`src/rtl/game_pkg.sv`:
```
// rtl/game_pkg.sv - shared shooter FSM states, goal-mouth defaults and LFSR constants
package game_pkg;

    typedef enum logic [1:0] {
        ST_IDLE  = 2'd0,
        ST_AIM   = 2'd1,
        ST_CALC  = 2'd2,
        ST_OFFER = 2'd3
    } shot_state_t;

    localparam int DEF_GOAL_X_MIN = 256;
    localparam int DEF_GOAL_X_MAX = 767;
    localparam int DEF_GOAL_Y_MIN = 160;
    localparam int DEF_GOAL_Y_MAX = 415;

    localparam logic [31:0] LFSR_MASK     = 32'h8020_0003;
    localparam logic [31:0] DEF_LFSR_SEED = 32'hACE1_2024;

    // Maps a 10-bit random value onto [lo, lo+span-1]; the >>10 keeps the result below lo+span.
    function automatic logic [11:0] scale_coord(input logic [9:0]  r,
                                                input logic [11:0] lo,
                                                input logic [12:0] span);
        logic [22:0] prod;
        prod = {13'd0, r} * {10'd0, span};
        return lo + prod[21:10];
    endfunction

endpackage

```
`src/rtl/lfsr32.sv`:
```
// rtl/lfsr32.sv - free-running 32-bit Galois LFSR with zero-state recovery
module lfsr32
    import game_pkg::*;
#(
    parameter logic [31:0] SEED = DEF_LFSR_SEED
) (
    input  logic        clk,
    input  logic        rst,
    output logic [31:0] q
);

    logic [31:0] q_q;
    logic [31:0] q_d;

    always_comb begin
        q_d = (q_q >> 1) ^ (q_q[0] ? LFSR_MASK : 32'd0);
        // An all-zero state would stick forever; reseed instead.
        if (q_q == 32'd0) begin
            q_d = SEED;
        end
    end

    always_ff @(posedge clk) begin
        if (rst) begin
            q_q <= SEED;
        end else begin
            q_q <= q_d;
        end
    end

    assign q = q_q;

endmodule

```
`src/rtl/solo_shot_gen.sv`:
```
// rtl/solo_shot_gen.sv - solo-mode shooter: aim delay in frames, random target, valid/ready offer
module solo_shot_gen
    import game_pkg::*;
#(
    parameter int          GOAL_X_MIN = DEF_GOAL_X_MIN,
    parameter int          GOAL_X_MAX = DEF_GOAL_X_MAX,
    parameter int          GOAL_Y_MIN = DEF_GOAL_Y_MIN,
    parameter int          GOAL_Y_MAX = DEF_GOAL_Y_MAX,
    parameter int          AIM_FRAMES = 60,
    parameter int          MAX_SHOTS  = 5,
    parameter logic [31:0] SEED       = DEF_LFSR_SEED
) (
    input  logic        clk,
    input  logic        rst,
    input  logic        enable,
    input  logic        frame_tick,
    input  logic        round_start,
    input  logic        round_abort,
    input  logic        series_clear,
    input  logic        shot_ready,
    output logic        shot_valid,
    output logic [11:0] shot_xpos,
    output logic [11:0] shot_ypos,
    output logic        busy,
    output logic [3:0]  shot_count,
    output logic        series_done
);

    localparam logic [11:0] X_LO       = 12'(GOAL_X_MIN);
    localparam logic [11:0] Y_LO       = 12'(GOAL_Y_MIN);
    localparam logic [12:0] X_SPAN     = 13'(GOAL_X_MAX - GOAL_X_MIN + 1);
    localparam logic [12:0] Y_SPAN     = 13'(GOAL_Y_MAX - GOAL_Y_MIN + 1);
    localparam logic [15:0] AIM_LOAD   = 16'(AIM_FRAMES);
    localparam logic [3:0]  SHOTS_LAST = 4'(MAX_SHOTS);

    shot_state_t state_q, state_d;
    logic [15:0] aim_cnt_q, aim_cnt_d;
    logic [11:0] xpos_q, xpos_d;
    logic [11:0] ypos_q, ypos_d;
    logic        valid_q, valid_d;
    logic        busy_q, busy_d;
    logic [3:0]  count_q, count_d;
    logic        done_q, done_d;
    logic        handshake;
    logic [31:0] lfsr;
    logic        unused_lfsr_bits;

    lfsr32 #(
        .SEED (SEED)
    ) u_lfsr (
        .clk (clk),
        .rst (rst),
        .q   (lfsr)
    );

    assign unused_lfsr_bits = ^{lfsr[31:26], lfsr[15:10]};

    always_comb begin
        state_d   = state_q;
        aim_cnt_d = aim_cnt_q;
        xpos_d    = xpos_q;
        ypos_d    = ypos_q;
        count_d   = count_q;
        handshake = 1'b0;

        case (state_q)
            ST_IDLE: begin
                if (round_start && enable && !done_q) begin
                    state_d   = ST_AIM;
                    aim_cnt_d = AIM_LOAD;
                end
            end
            ST_AIM: begin
                // The tick that takes the counter to zero leaves AIM in the same cycle.
                if (aim_cnt_q == 16'd0) begin
                    state_d = ST_CALC;
                end else if (frame_tick) begin
                    aim_cnt_d = aim_cnt_q - 16'd1;
                    if (aim_cnt_q == 16'd1) begin
                        state_d = ST_CALC;
                    end
                end
            end
            ST_CALC: begin
                xpos_d  = scale_coord(lfsr[9:0], X_LO, X_SPAN);
                ypos_d  = scale_coord(lfsr[25:16], Y_LO, Y_SPAN);
                state_d = ST_OFFER;
            end
            ST_OFFER: begin
                if (shot_ready) begin
                    handshake = 1'b1;
                    state_d   = ST_IDLE;
                end
            end
            default: begin
                state_d = ST_IDLE;
            end
        endcase

        // Abort overrides everything, including a same-cycle handshake.
        if (round_abort && (state_q != ST_IDLE)) begin
            state_d   = ST_IDLE;
            handshake = 1'b0;
        end

        if (handshake) begin
            count_d = count_q + 4'd1;
        end
        if (series_clear) begin
            count_d = 4'd0;
        end

        valid_d = (state_d == ST_OFFER);
        busy_d  = (state_d != ST_IDLE);
        done_d  = (count_d == SHOTS_LAST);
    end

    always_ff @(posedge clk) begin
        if (rst) begin
            state_q   <= ST_IDLE;
            aim_cnt_q <= 16'd0;
            xpos_q    <= X_LO;
            ypos_q    <= Y_LO;
            valid_q   <= 1'b0;
            busy_q    <= 1'b0;
            count_q   <= 4'd0;
            done_q    <= 1'b0;
        end else begin
            state_q   <= state_d;
            aim_cnt_q <= aim_cnt_d;
            xpos_q    <= xpos_d;
            ypos_q    <= ypos_d;
            valid_q   <= valid_d;
            busy_q    <= busy_d;
            count_q   <= count_d;
            done_q    <= done_d;
        end
    end

    assign shot_valid  = valid_q;
    assign shot_xpos   = xpos_q;
    assign shot_ypos   = ypos_q;
    assign busy        = busy_q;
    assign shot_count  = count_q;
    assign series_done = done_q;

endmodule

```
`config.mk`:
```
export PLATFORM = sky130hd
export DESIGN_NAME = solo_shot_gen
export DESIGN_NICKNAME = d
export VERILOG_FILES = /design/src/rtl/game_pkg.sv /design/src/rtl/lfsr32.sv /design/src/rtl/solo_shot_gen.sv
export SDC_FILE = /design/constraint.sdc
export NUM_CORES = 1
export LEC_CHECK = 0
export ABC_AREA = 1
export BUFFER_PORTS_ARGS = -buffer_cell sky130_fd_sc_hd__buf_2
export CAP_MARGIN = 40
export CORE_ASPECT_RATIO = 0.7
export CORE_UTILIZATION = 48
export CTS_CLUSTER_SIZE = 24
export DETAILED_ROUTE_END_ITERATION = 7
export GPL_TIMING_DRIVEN = 0
export PLACE_DENSITY = 0.68
export RECOVER_POWER = 50
export SYNTH_ARGS = -nofsm -noshare
export SYNTH_HDL_FRONTEND = slang
export SYNTH_SLANG_ARGS = --single-unit
```
`constraint.sdc`:
```
create_clock -name clk -period 1.59 [get_ports clk]
set_input_delay 0.318 -clock clk [delete_from_list [all_inputs] [get_ports clk]]
set_output_delay 0.318 -clock clk [all_outputs]
set_load 0.01 [all_outputs]
```
==> results_dict.tcl, run 1 <==
set metrics [dict create \
    synth-seq-area-share_pct 46.7 \
    worst_hold_path_stage_count 3 \
    total_of_fill_cells_in_the_finished_design 580 \
    dr_wl_met2_um 3380 \
    timing.final.hold_violations 0 \
    multi_input_comb_area_um2 1480 \
    cts_htree_levels 3 \
    avgViaCountPerCell 4.98 \
    tritoncts_clock_tree "done" \
    first_global_vias 2682 \
    whs_endpoint "u_lfsr.q[22]" \
    ioPinCount 39 \
    clk-insertion-delay-late_ns 0.35 \
    topmost_layer_with_routed_signal_wires "met4" \
    p_leak_nw 1.67 \
    maxCapViolations 0 \
    die_area_um2 7120 \
    dpl.hpwl_um 5440 \
    final_antenna_diode_count 0 \
    yosysWarnings 0 \
    path_max_fanout 7 \
    ys_types 31 \
    placeableCoreArea_um2 6400 \
    share_of_the_clock_period_used_by_the_worst_path_after_layout_pct 97.6 \
    power_density_nw_per_um2 1260 \
    power.ir.vdd_worst_mv 0.606 \
    layout.core_utilization_pct 60.6 \
    fin_worst_hold_slack_ns 0.229 \
    detail_route.first_pass.iterations 5 \
    drt-met1-wl_um 3810 \
    worstHoldStart "rst" \
    area_growth_pct 19.1 \
    timing.critical_path.slowest_stage_cell "sky130_fd_sc_hd__dfxtp_1" \
    drtAntennaViolNets 0 \
    finalWeightedCongestion 0.845 \
    grt_pass1_wl_um 12800 \
    crit_path_max_incr_delay_ns 0.37 \
    fin_crit_ns 1.55 \
    report.final.setup_viol 0 \
    die-height_um 70.9 \
    setup.worst_path.end_class "flip-flop" \
    required_ns 1.82 \
    tns_ns 0 \
    numPortBuffers 33 \
    fin_ws_ns 0.0387 \
    clock_tree.buffer_depth 2 \
    dp_cells 566 \
    gr_overflow_total 0 \
    post_route_cells_drive_above_1_share_pct 16.8 \
    worst_setup_path_start_kind "flip-flop" \
    worstMarginPinSlew_ns 0.550 \
    fmax_ghz 0.645 \
    critical_path_class "flip-flop to flip-flop" \
    finalClockSkew_ns 0.00753 \
    worstReg2RegStart "aim_cnt_q[4]" \
    groute.usage.overall_pct 23.3 \
    std_cell_rows 24 \
    met3RoutedLength_um 568 \
    clkSinkCount 76 \
    setup_repair_after_global_routing_missed_its_margin "true" \
    wl_per_cell_um 13.3 \
    floorplan.die.width_um 100 \
    initial_antenna_violation_count 0 \
    arrival_ns 1.78 \
    initial_core_util_pct 50.9 \
    worst_slew_margin_pct 63.3 \
    status "finished, final reports clean" \
    most-common-layout-cells "sky130_fd_sc_hd__nand2_1, sky130_fd_sc_hd__dfxtp_1, sky130_fd_sc_hd__nor2_1" \
    cts-root-buf "sky130_fd_sc_hd__clkbuf_8" \
    via_count_of_the_routed_design 2946 \
    synthesized_area_per_cell_um2 7.44 \
    r2r_cells 8 \
    wl_um 7850 \
    post_route_insts_no_fill 592 \
    drcViolationCount 0 \
    finish.net_count 510 \
    regToRegEndpoint "aim_cnt_q[10]" \
    count_of_routing_violations_after_the_opening_detailed_route_iteration 169 \
    post_synth_instance_area_um2 3260 \
    finalMaxSlewViolations 0 \
    grt_start_max_net_pins 15 \
    chain_of_cells_forming_the_critical_path "nor2_2 -> nand2_2 -> nor2_4 -> nand2_4 -> a21oi_4 -> nor2_2 -> nor2_1 -> nor2_1" \
    clkTransAtPathRegs_ns 0.08 \
    min_path_type "primary input to flip-flop" \
    ff_latch_count_synth 76 \
    ff_latch_area_um2 1540 \
    cts-hold-fix-buffers 0 \
    cts-buffers-inserted 9 \
    post_synth_inst_count 438 \
    pre_cts_ws_ns -0.115 \
    worst-r2r-setup-slack_ns 0.04 \
]
## routing by layer
metal | vias up | track usage, %
li1 | 1495 | -
met1 | 1330 | 33.9
met2 | 109 | 33.5
met3 | 12 | 6.32
met4 | 0 | 7.25
met5 | - | 0
## synth_stat cells (all sizes together)
cell	n	share of area, %
a31oi	1	0.19
o21bai	2	0.46
nor4	2	0.38
nand4	7	1.3
dfxtp	76	47
nor3b	1	0.23
nand2	75	9.7
xnor2	2	0.54
nand3	25	3.8
nor3	23	3.5
a21oi	31	5.0
conb	1	0.12
o21ai	23	3.5
nand3b	3	0.69
ha	6	2.3
nor2	79	11
buf	11	2.2
clkbuf	7	0.81
inv	61	7.0
or2	2	0.38
## report_power, final
part           internal (W)  switching [W]  total, W  leakage [nW]
Combinational      0.000442       0.000767   0.00121         0.950
Clock              0.000740       0.000744   0.00148        0.0977
Sequential          0.00206       0.000114   0.00217         0.627
Total               0.00324        0.00163   0.00487          1.67
## state kept, by name, indices dropped and copies added (netlist names)
| signal | flops |
|---|---|
| aim_cnt_q | 16 |
| busy | 1 |
| series_done | 1 |
| shot_count | 4 |
| shot_valid | 1 |
| shot_xpos | 10 |
| shot_ypos | 9 |
| state_q | 2 |
| u_lfsr.q | 32 |
## cell families after synthesis
group / after synthesis / synth area share (%)
buffers and inverters: 79 / 10.1
AND/OR/NAND/NOR: 217 / 31.1
flip-flops: 76 / 46.7
XOR/XNOR: 2 / 0.538
adder cells (fa/ha/maj): 6 / 2.30
AO/OA/AOI/OAI: 57 / 9.18
other: 1 / 0.115
## worst max-delay path: cells and delay by family, from the launching register on
family | cells | cell delay, ns
flip-flops | 1 | 0.37
AND/OR/NAND/NOR | 7 | 0.76
AO/OA/AOI/OAI | 1 | 0.32
## how the worst max path moves through the flow
stage | startpoint | endpoint | slack (ns) | cells past startpoint
floorplan | aim_cnt_q[0] | aim_cnt_q[10] | 0.16 | 9
global placement | aim_cnt_q[0] | aim_cnt_q[10] | -0.11 | 9
detailed placement | aim_cnt_q[0] | aim_cnt_q[10] | -0.12 | 9
CTS | aim_cnt_q[0] | aim_cnt_q[10] | -0.001 | 9
global route | aim_cnt_q[5] | aim_cnt_q[13] | -0.06 | 8
finish | aim_cnt_q[4] | aim_cnt_q[10] | 0.04 | 8
## repair_timing
| item | 4_1_cts | 5_1_grt |
|---|---|---|
| gates resized for setup | 4 | 32 |
| endpoints found under the setup margin | 7 | 53 |
| setup buffers | 0 | 10 |
| pin swaps | 0 | 18 |
## through the flow
step	total power [W]	cell area (µm²)
floorplan	0.00298	3270
global placement	0.00323	3550
detailed placement	0.00325	3550
CTS	0.00474	3760
global route	0.00515	3880
finish	0.00487	3880
## layout make-up
| cell class | count | share of cell area (%) |
|---|---|---|
| clock inverters | 6 | 1.77 |
| well taps | 91 | 2.94 |
| inverters | 61 | 5.97 |
| clock buffers | 10 | 3.29 |
| repair buffers | 43 | 5.36 |
| multi-input cells | 287 | 38.1 |
| flip-flops and latches | 76 | 39.6 |
| plain buffers | 18 | 2.97 |
(Power assumes the default switching activity.)
==> inputs of run 2 (changes only) <==
--- a/config.mk
+++ b/config.mk
@@ -9,11 +9,10 @@
 export BUFFER_PORTS_ARGS = -buffer_cell sky130_fd_sc_hd__buf_2
 export CAP_MARGIN = 40
 export CORE_ASPECT_RATIO = 0.7
-export CORE_UTILIZATION = 48
+export CORE_UTILIZATION = 40
 export CTS_CLUSTER_SIZE = 24
 export DETAILED_ROUTE_END_ITERATION = 7
 export GPL_TIMING_DRIVEN = 0
-export PLACE_DENSITY = 0.68
 export RECOVER_POWER = 50
 export SYNTH_ARGS = -nofsm -noshare
 export SYNTH_HDL_FRONTEND = slang
==> run 2 against run 1 <==
  * Global-route usage fell by 4.1 points
  * Sequential share of layout area decreased by 1.4 points
  * Critical path depth increased by 1
  * First-iteration DRC count down 3.0%
  * Flip-flop and latch count did not move
  * Maximum frequency rose by 4.1%
  * Utilization shrank 9.6 points
  * Die area up 19%
  * Sequential power is essentially flat
  * Clock skew about the same
  * Total power up 11%
  * Worst setup slack gained 0.060 ns
  * Critical path type unchanged
  * Critical endpoint unchanged
  * Largest power group unchanged
  * Highest routed layer unchanged
==> results_dict.tcl, run 2 (same netlist as run 1, synthesis figures left out) <==
set metrics [dict create \
    status "finished, final reports clean" \
    cts-root-buf "sky130_fd_sc_hd__clkbuf_16" \
    std_cell_rows 27 \
    post_route_design_area_um2 4010 \
    drcViolationCount 0 \
    finalWeightedCongestion 0.854 \
    ff_latch_area_um2 1530 \
    area_growth_pct 23.2 \
    dpl.hpwl_um 5380 \
    setup.worst_path.end_class "flip-flop" \
    post_route_cells_drive_above_1_share_pct 17.2 \
    power_density_nw_per_um2 1340 \
    largest_register_ffs 32 \
    avgViaCountPerCell 4.77 \
    cts-buffers-inserted 9 \
    detail_route.first_pass.iterations 4 \
    numPortBuffers 33 \
    power.ir.vdd_worst_mv 0.566 \
    die_area_um2 8510 \
    count_of_routing_violations_after_the_opening_detailed_route_iteration 164 \
    first_global_vias 2586 \
    worst_slew_margin_pct 62.7 \
    gr_overflow_total 0 \
    grt_pass1_wl_um 12400 \
    multi_input_comb_area_um2 1490 \
    cts-hold-fix-buffers 0 \
    floorplan.die.width_um 110 \
    grt_start_max_net_pins 15 \
    initial_antenna_violation_count 0 \
    report.final.setup_viol 0 \
    groute.usage.overall_pct 19.2 \
    cts_htree_levels 3 \
    finish.net_count 510 \
    maxCapViolations 0 \
    initial_core_util_pct 41.4 \
    clk-insertion-delay-late_ns 0.33 \
    arrival_ns 1.68 \
    wl_per_cell_um 12.9 \
    clock_tree.buffer_depth 2 \
    p_leak_nw 1.72 \
    path_max_fanout 7 \
    most-common-layout-cells "sky130_fd_sc_hd__dfxtp_1, sky130_fd_sc_hd__nand2_1, sky130_fd_sc_hd__nor2_1" \
    fmax_ghz 0.671 \
    final_common_cell "sky130_fd_sc_hd__dfxtp_1" \
    drtAntennaViolNets 0 \
    clkSinkCount 76 \
    share_of_the_clock_period_used_by_the_worst_path_after_layout_pct 93.8 \
    finalClockSkew_ns 0.00727 \
    finalMaxSlewViolations 0 \
    setup_repair_after_global_routing_missed_its_margin "true" \
    pre_cts_ws_ns -0.159 \
    ioPinCount 39 \
    worst_setup_path_start_kind "flip-flop" \
    clkTransAtPathRegs_ns 0.06 \
    die-height_um 77.5 \
    required_ns 1.78 \
    fin_ws_ns 0.0991 \
    placeableCoreArea_um2 7870 \
    timing.final.hold_violations 0 \
    wl_um 7730 \
    min_path_type "primary input to flip-flop" \
    critical_path_class "flip-flop to flip-flop" \
    dpl_cell_area_um2 3560 \
    fin_crit_ns 1.49 \
    worstMarginPinSlew_ns 0.559 \
    total_of_fill_cells_in_the_finished_design 782 \
    via_count_of_the_routed_design 2865 \
    final_antenna_diode_count 0 \
    tritoncts_clock_tree "done" \
]
[run 2: cell count changes in the layout (fill, tap and decap cells not counted), moves of 2 or more]
cell / change
sky130_fd_sc_hd__clkbuf_16: +9
sky130_fd_sc_hd__nand2_4: -2
sky130_fd_sc_hd__buf_6: +3
sky130_fd_sc_hd__buf_4: -3
sky130_fd_sc_hd__clkbuf_8: -9
[run 2: timing repair]
| item | 4_1_cts | 5_1_grt |
|---|---|---|
| buffers inserted | 1 | 9 |
| cloned | 0 | 0 |
| setup endpoints to repair | 9 | 54 |
| pin swaps | 1 | 12 |
| gates resized for setup | 3 | 39 |
[run 2: layout make-up]
| type | instances | share of cell area (%) |
|---|---|---|
| plain buffers | 18 | 3.05 |
| flip-flops and latches | 76 | 38.2 |
| multi-input cells | 287 | 37.1 |
| repair buffers | 43 | 5.27 |
| inverters | 61 | 5.83 |
| clock inverters | 6 | 1.78 |
| clock buffers | 9 | 5.61 |
| well taps | 101 | 3.15 |
[run 2: critical path: stages (launching register included)]
cell and delay [ns]:
sky130_fd_sc_hd__dfxtp_4 0.36, sky130_fd_sc_hd__inv_6 0.07, sky130_fd_sc_hd__ha_4 0.12, sky130_fd_sc_hd__nand2_2 0.07, sky130_fd_sc_hd__nor2_4 0.11, sky130_fd_sc_hd__nand2_4 0.10
sky130_fd_sc_hd__a21oi_4 0.29, sky130_fd_sc_hd__nor2_1 0.10, sky130_fd_sc_hd__nor2_1 0.10, sky130_fd_sc_hd__nor2_1 0.04
[run 2: layer usage]
layer / wire [µm] / track usage [%] / up-vias
met3: 379 / 6.05 / 4
met1: 4100 / 27.1 / 1307
met2: 3200 / 28.0 / 57
met5: 0 / 0 / -
li1: - / - / 1497
met4: 51 / 4.80 / 0
[run 2: through the flow]
step / cells / TNS, ns / power (W) / hold slack (ns) / util (%)
3_5_place_dp: 576 / -0.872 / 0.00325 / 0.409 / 45.3
4_1_cts: 592 / 0 / 0.00530 / 0.253 / 49.3
5_1_grt: 601 / -0.0518 / 0.00567 / 0.306 / 51.0
6_report: 601 / 0 / 0.00538 / 0.287 / 51.0
3_3_place_gp: 576 / -0.492 / 0.00323 / 0.406 / 45.3
2_1_floorplan: 442 / 0 / 0.00298 / 0.399 / -
[run 2: worst paths after layout]
path,start,endpoint,slack [ns],cells after the start
worst max-delay path,aim_cnt_q[0],aim_cnt_q[10],0.1,9
worst min register to register,u_lfsr.q[28],u_lfsr.q[27],0.42,2
worst max register to register,aim_cnt_q[0],aim_cnt_q[10],0.1,9
worst min-delay path,rst,u_lfsr.q[22],0.29,3
[run 2: report_power, final]
part	total, W	switching [W]	internal, W
logic	0.00118	0.000748	0.000431
registers	0.00218	0.000114	0.00206
clock network	0.00203	0.000807	0.00122
==> inputs of run 3 (changes only) <==
--- a/config.mk
+++ b/config.mk
@@ -13,6 +13,7 @@
 export CTS_CLUSTER_SIZE = 24
 export DETAILED_ROUTE_END_ITERATION = 7
 export GPL_TIMING_DRIVEN = 0
+export MAX_ROUTING_LAYER = met4
 export RECOVER_POWER = 50
 export SYNTH_ARGS = -nofsm -noshare
 export SYNTH_HDL_FRONTEND = slang
==> run 3 against run 2 <==
  * Total power grew 0.21%
  * Worst setup slack improved by 0.0063 ns
  * First-iteration DRC count is 16% lower
  * Combinational power hardly changed
  * Largest power group unchanged
  * Final cell count fell by 0.17%
==> results_dict.tcl, run 3 (same netlist as run 1, synthesis figures left out) <==
set metrics [dict create \
    status "finished, final reports clean" \
    worstMarginPinSlew_ns 0.544 \
    finalMaxSlewViolations 0 \
    arrival_ns 1.74 \
    critical_path_class "flip-flop to flip-flop" \
    initial_antenna_violation_count 0 \
    clk-insertion-delay-late_ns 0.33 \
    std_cell_rows 27 \
    total_of_fill_cells_in_the_finished_design 780 \
    setup.worst_path.end_class "flip-flop" \
    post_route_insts_no_fill 600 \
    finalClockSkew_ns 0.00627 \
    share_of_the_clock_period_used_by_the_worst_path_after_layout_pct 93.4 \
    clkSinkCount 76 \
    dp_cells 576 \
    drcViolationCount 0 \
    groute.usage.overall_pct 19.8 \
    power.share.switching_pct 31.1 \
    most-common-layout-cells "sky130_fd_sc_hd__dfxtp_1, sky130_fd_sc_hd__nand2_1, sky130_fd_sc_hd__nor2_1" \
    power.sequential.fraction_pct 40.4 \
    grt_start_max_net_pins 15 \
    power_report.internal_total_w 0.00372 \
    wl_um 7700 \
    cts_htree_levels 3 \
    post_route_cells_drive_above_1_share_pct 16.8 \
    maxCapViolations 0 \
    fin_worst_hold_slack_ns 0.292 \
    timing.critical_path.slowest_stage_cell "sky130_fd_sc_hd__nor3_1" \
    setup_repair_after_global_routing_missed_its_margin "true" \
    drtAntennaViolNets 0 \
    path_max_fanout 5 \
    wl_per_cell_um 12.8 \
    power.ir.vdd_worst_mv 0.568 \
    avgViaCountPerCell 4.81 \
    dpl.hpwl_um 5380 \
    chain_of_cells_forming_the_critical_path "inv_2 -> ha_2 -> inv_1 -> nor3_1 -> nand3_1 -> a21oi_1" \
    placeableCoreArea_um2 7870 \
    fmax_ghz 0.674 \
    topmost_layer_with_routed_signal_wires "met4" \
    worst_setup_path_start_kind "flip-flop" \
    die-height_um 77.5 \
    die_area_um2 8510 \
    power.share.clock_pct 37.7 \
    via_count_of_the_routed_design 2888 \
    floorplan.die.width_um 110 \
    largest_register_ffs 32 \
    gr_overflow_total 0 \
    required_ns 1.85 \
    clkTransAtPathRegs_ns 0.06 \
    grt_pass1_wl_um 12400 \
    power.combinational.fraction_pct 21.9 \
    dr_wl_met2_um 3170 \
    crit_path_max_incr_delay_ns 0.38 \
    fin_crit_ns 1.48 \
    timing.final.hold_violations 0 \
    numPortBuffers 33 \
    finish.net_count 509 \
    cts-buffers-inserted 9 \
    initial_core_util_pct 41.4 \
    met3RoutedLength_um 420 \
    tritoncts_clock_tree "done" \
    first_global_vias 2575 \
    drt-met1-wl_um 4020 \
    p_leak_nw 1.71 \
    finalWeightedCongestion 0.868 \
    detail_route.first_pass.iterations 5 \
    count_of_routing_violations_after_the_opening_detailed_route_iteration 137 \
    pre_cts_ws_ns -0.159 \
    final_antenna_diode_count 0 \
    clock_tree.buffer_depth 2 \
    worst-r2r-setup-slack_ns 0.11 \
    cts-root-buf "sky130_fd_sc_hd__clkbuf_16" \
    fin_ws_ns 0.105 \
    report.final.setup_viol 0 \
    power_density_nw_per_um2 1350 \
    ioPinCount 39 \
    worst_slew_margin_pct 63.7 \
    area_growth_pct 23.0 \
    tns_ns 0 \
    final_common_cell "sky130_fd_sc_hd__dfxtp_1" \
    min_path_type "primary input to flip-flop" \
    power.switching_w 0.00168 \
]
==> run 3: cell count changes in the layout (fill, tap and decap cells not counted), sizes merged <==
cell,delta
buf,-1
==> run 3: critical path: cells and delay by family, from the launching register on <==
family / cells / cell delay, ns
flops: 1 / 0.33
fa+ha+maj: 1 / 0.23
compound gates: 1 / 0.15
simple gates: 2 / 0.51
buf+inv: 2 / 0.19
==> run 3: what timing repair did <==
action                                 CTS  global route
endpoints found under the hold margin    0             0
pin swaps                                1            12
gates cloned                             0             0
hold buffers                             0             0
buffers inserted                         1             8
resized for setup                        3            39
setup endpoints to repair                9            54
==> run 3: path summary, 6_finish.rpt <==
path | from | end | cells after the start
max | aim_cnt_q[1] | aim_cnt_q[8] | 6
min | rst | u_lfsr.q[22] | 3
max reg2reg | aim_cnt_q[1] | aim_cnt_q[8] | 6
min reg2reg | u_lfsr.q[28] | u_lfsr.q[27] | 2
==> run 3: power groups by stage <==
stage | clock network, W | logic (W) | registers, W
after floorplan | 0 | 0.000781 | 0.00220
after global routing | 0.00215 | 0.00133 | 0.00220
after detailed placement | 0 | 0.00106 | 0.00220
after CTS | 0.00205 | 0.00109 | 0.00216
final | 0.00203 | 0.00118 | 0.00218
after global placement | 0 | 0.00104 | 0.00220
==> run 3: layout make-up <==
| class | instances | area, µm² | share of cell area (%) |
|---|---|---|---|
| sequential | 76 | 1530 | 38.3 |
| multi-input combinational | 287 | 1490 | 37.2 |
| inverter | 61 | 234 | 5.84 |
| clock buffer | 9 | 225 | 5.62 |
| timing repair buffer | 42 | 204 | 5.09 |
| tap | 101 | 126 | 3.15 |
| buffer | 18 | 123 | 3.06 |
| clock inverter | 6 | 71.3 | 1.78 |
==> run 3: per-stage QoR <==
| step | utilization, % | total power [W] | instance area, µm² |
|---|---|---|---|
| final | 50.9 | 0.00539 | 4010 |
| after global routing | 50.9 | 0.00568 | 4010 |
| after CTS | 49.3 | 0.00530 | 3880 |
| after detailed placement | 45.3 | 0.00325 | 3560 |
| after global placement | 45.3 | 0.00323 | 3560 |
| after floorplan | - | 0.00298 | 3270 |
==> run 3: metal layers <==
| layer | up-vias | global-route usage [%] |
|---|---|---|
| li1 | 1497 | - |
| met2 | 64 | 27.8 |
| met3 | 9 | 5.97 |
| met5 | - | - |
| met1 | 1318 | 27.5 |
| met4 | 0 | 4.80 |
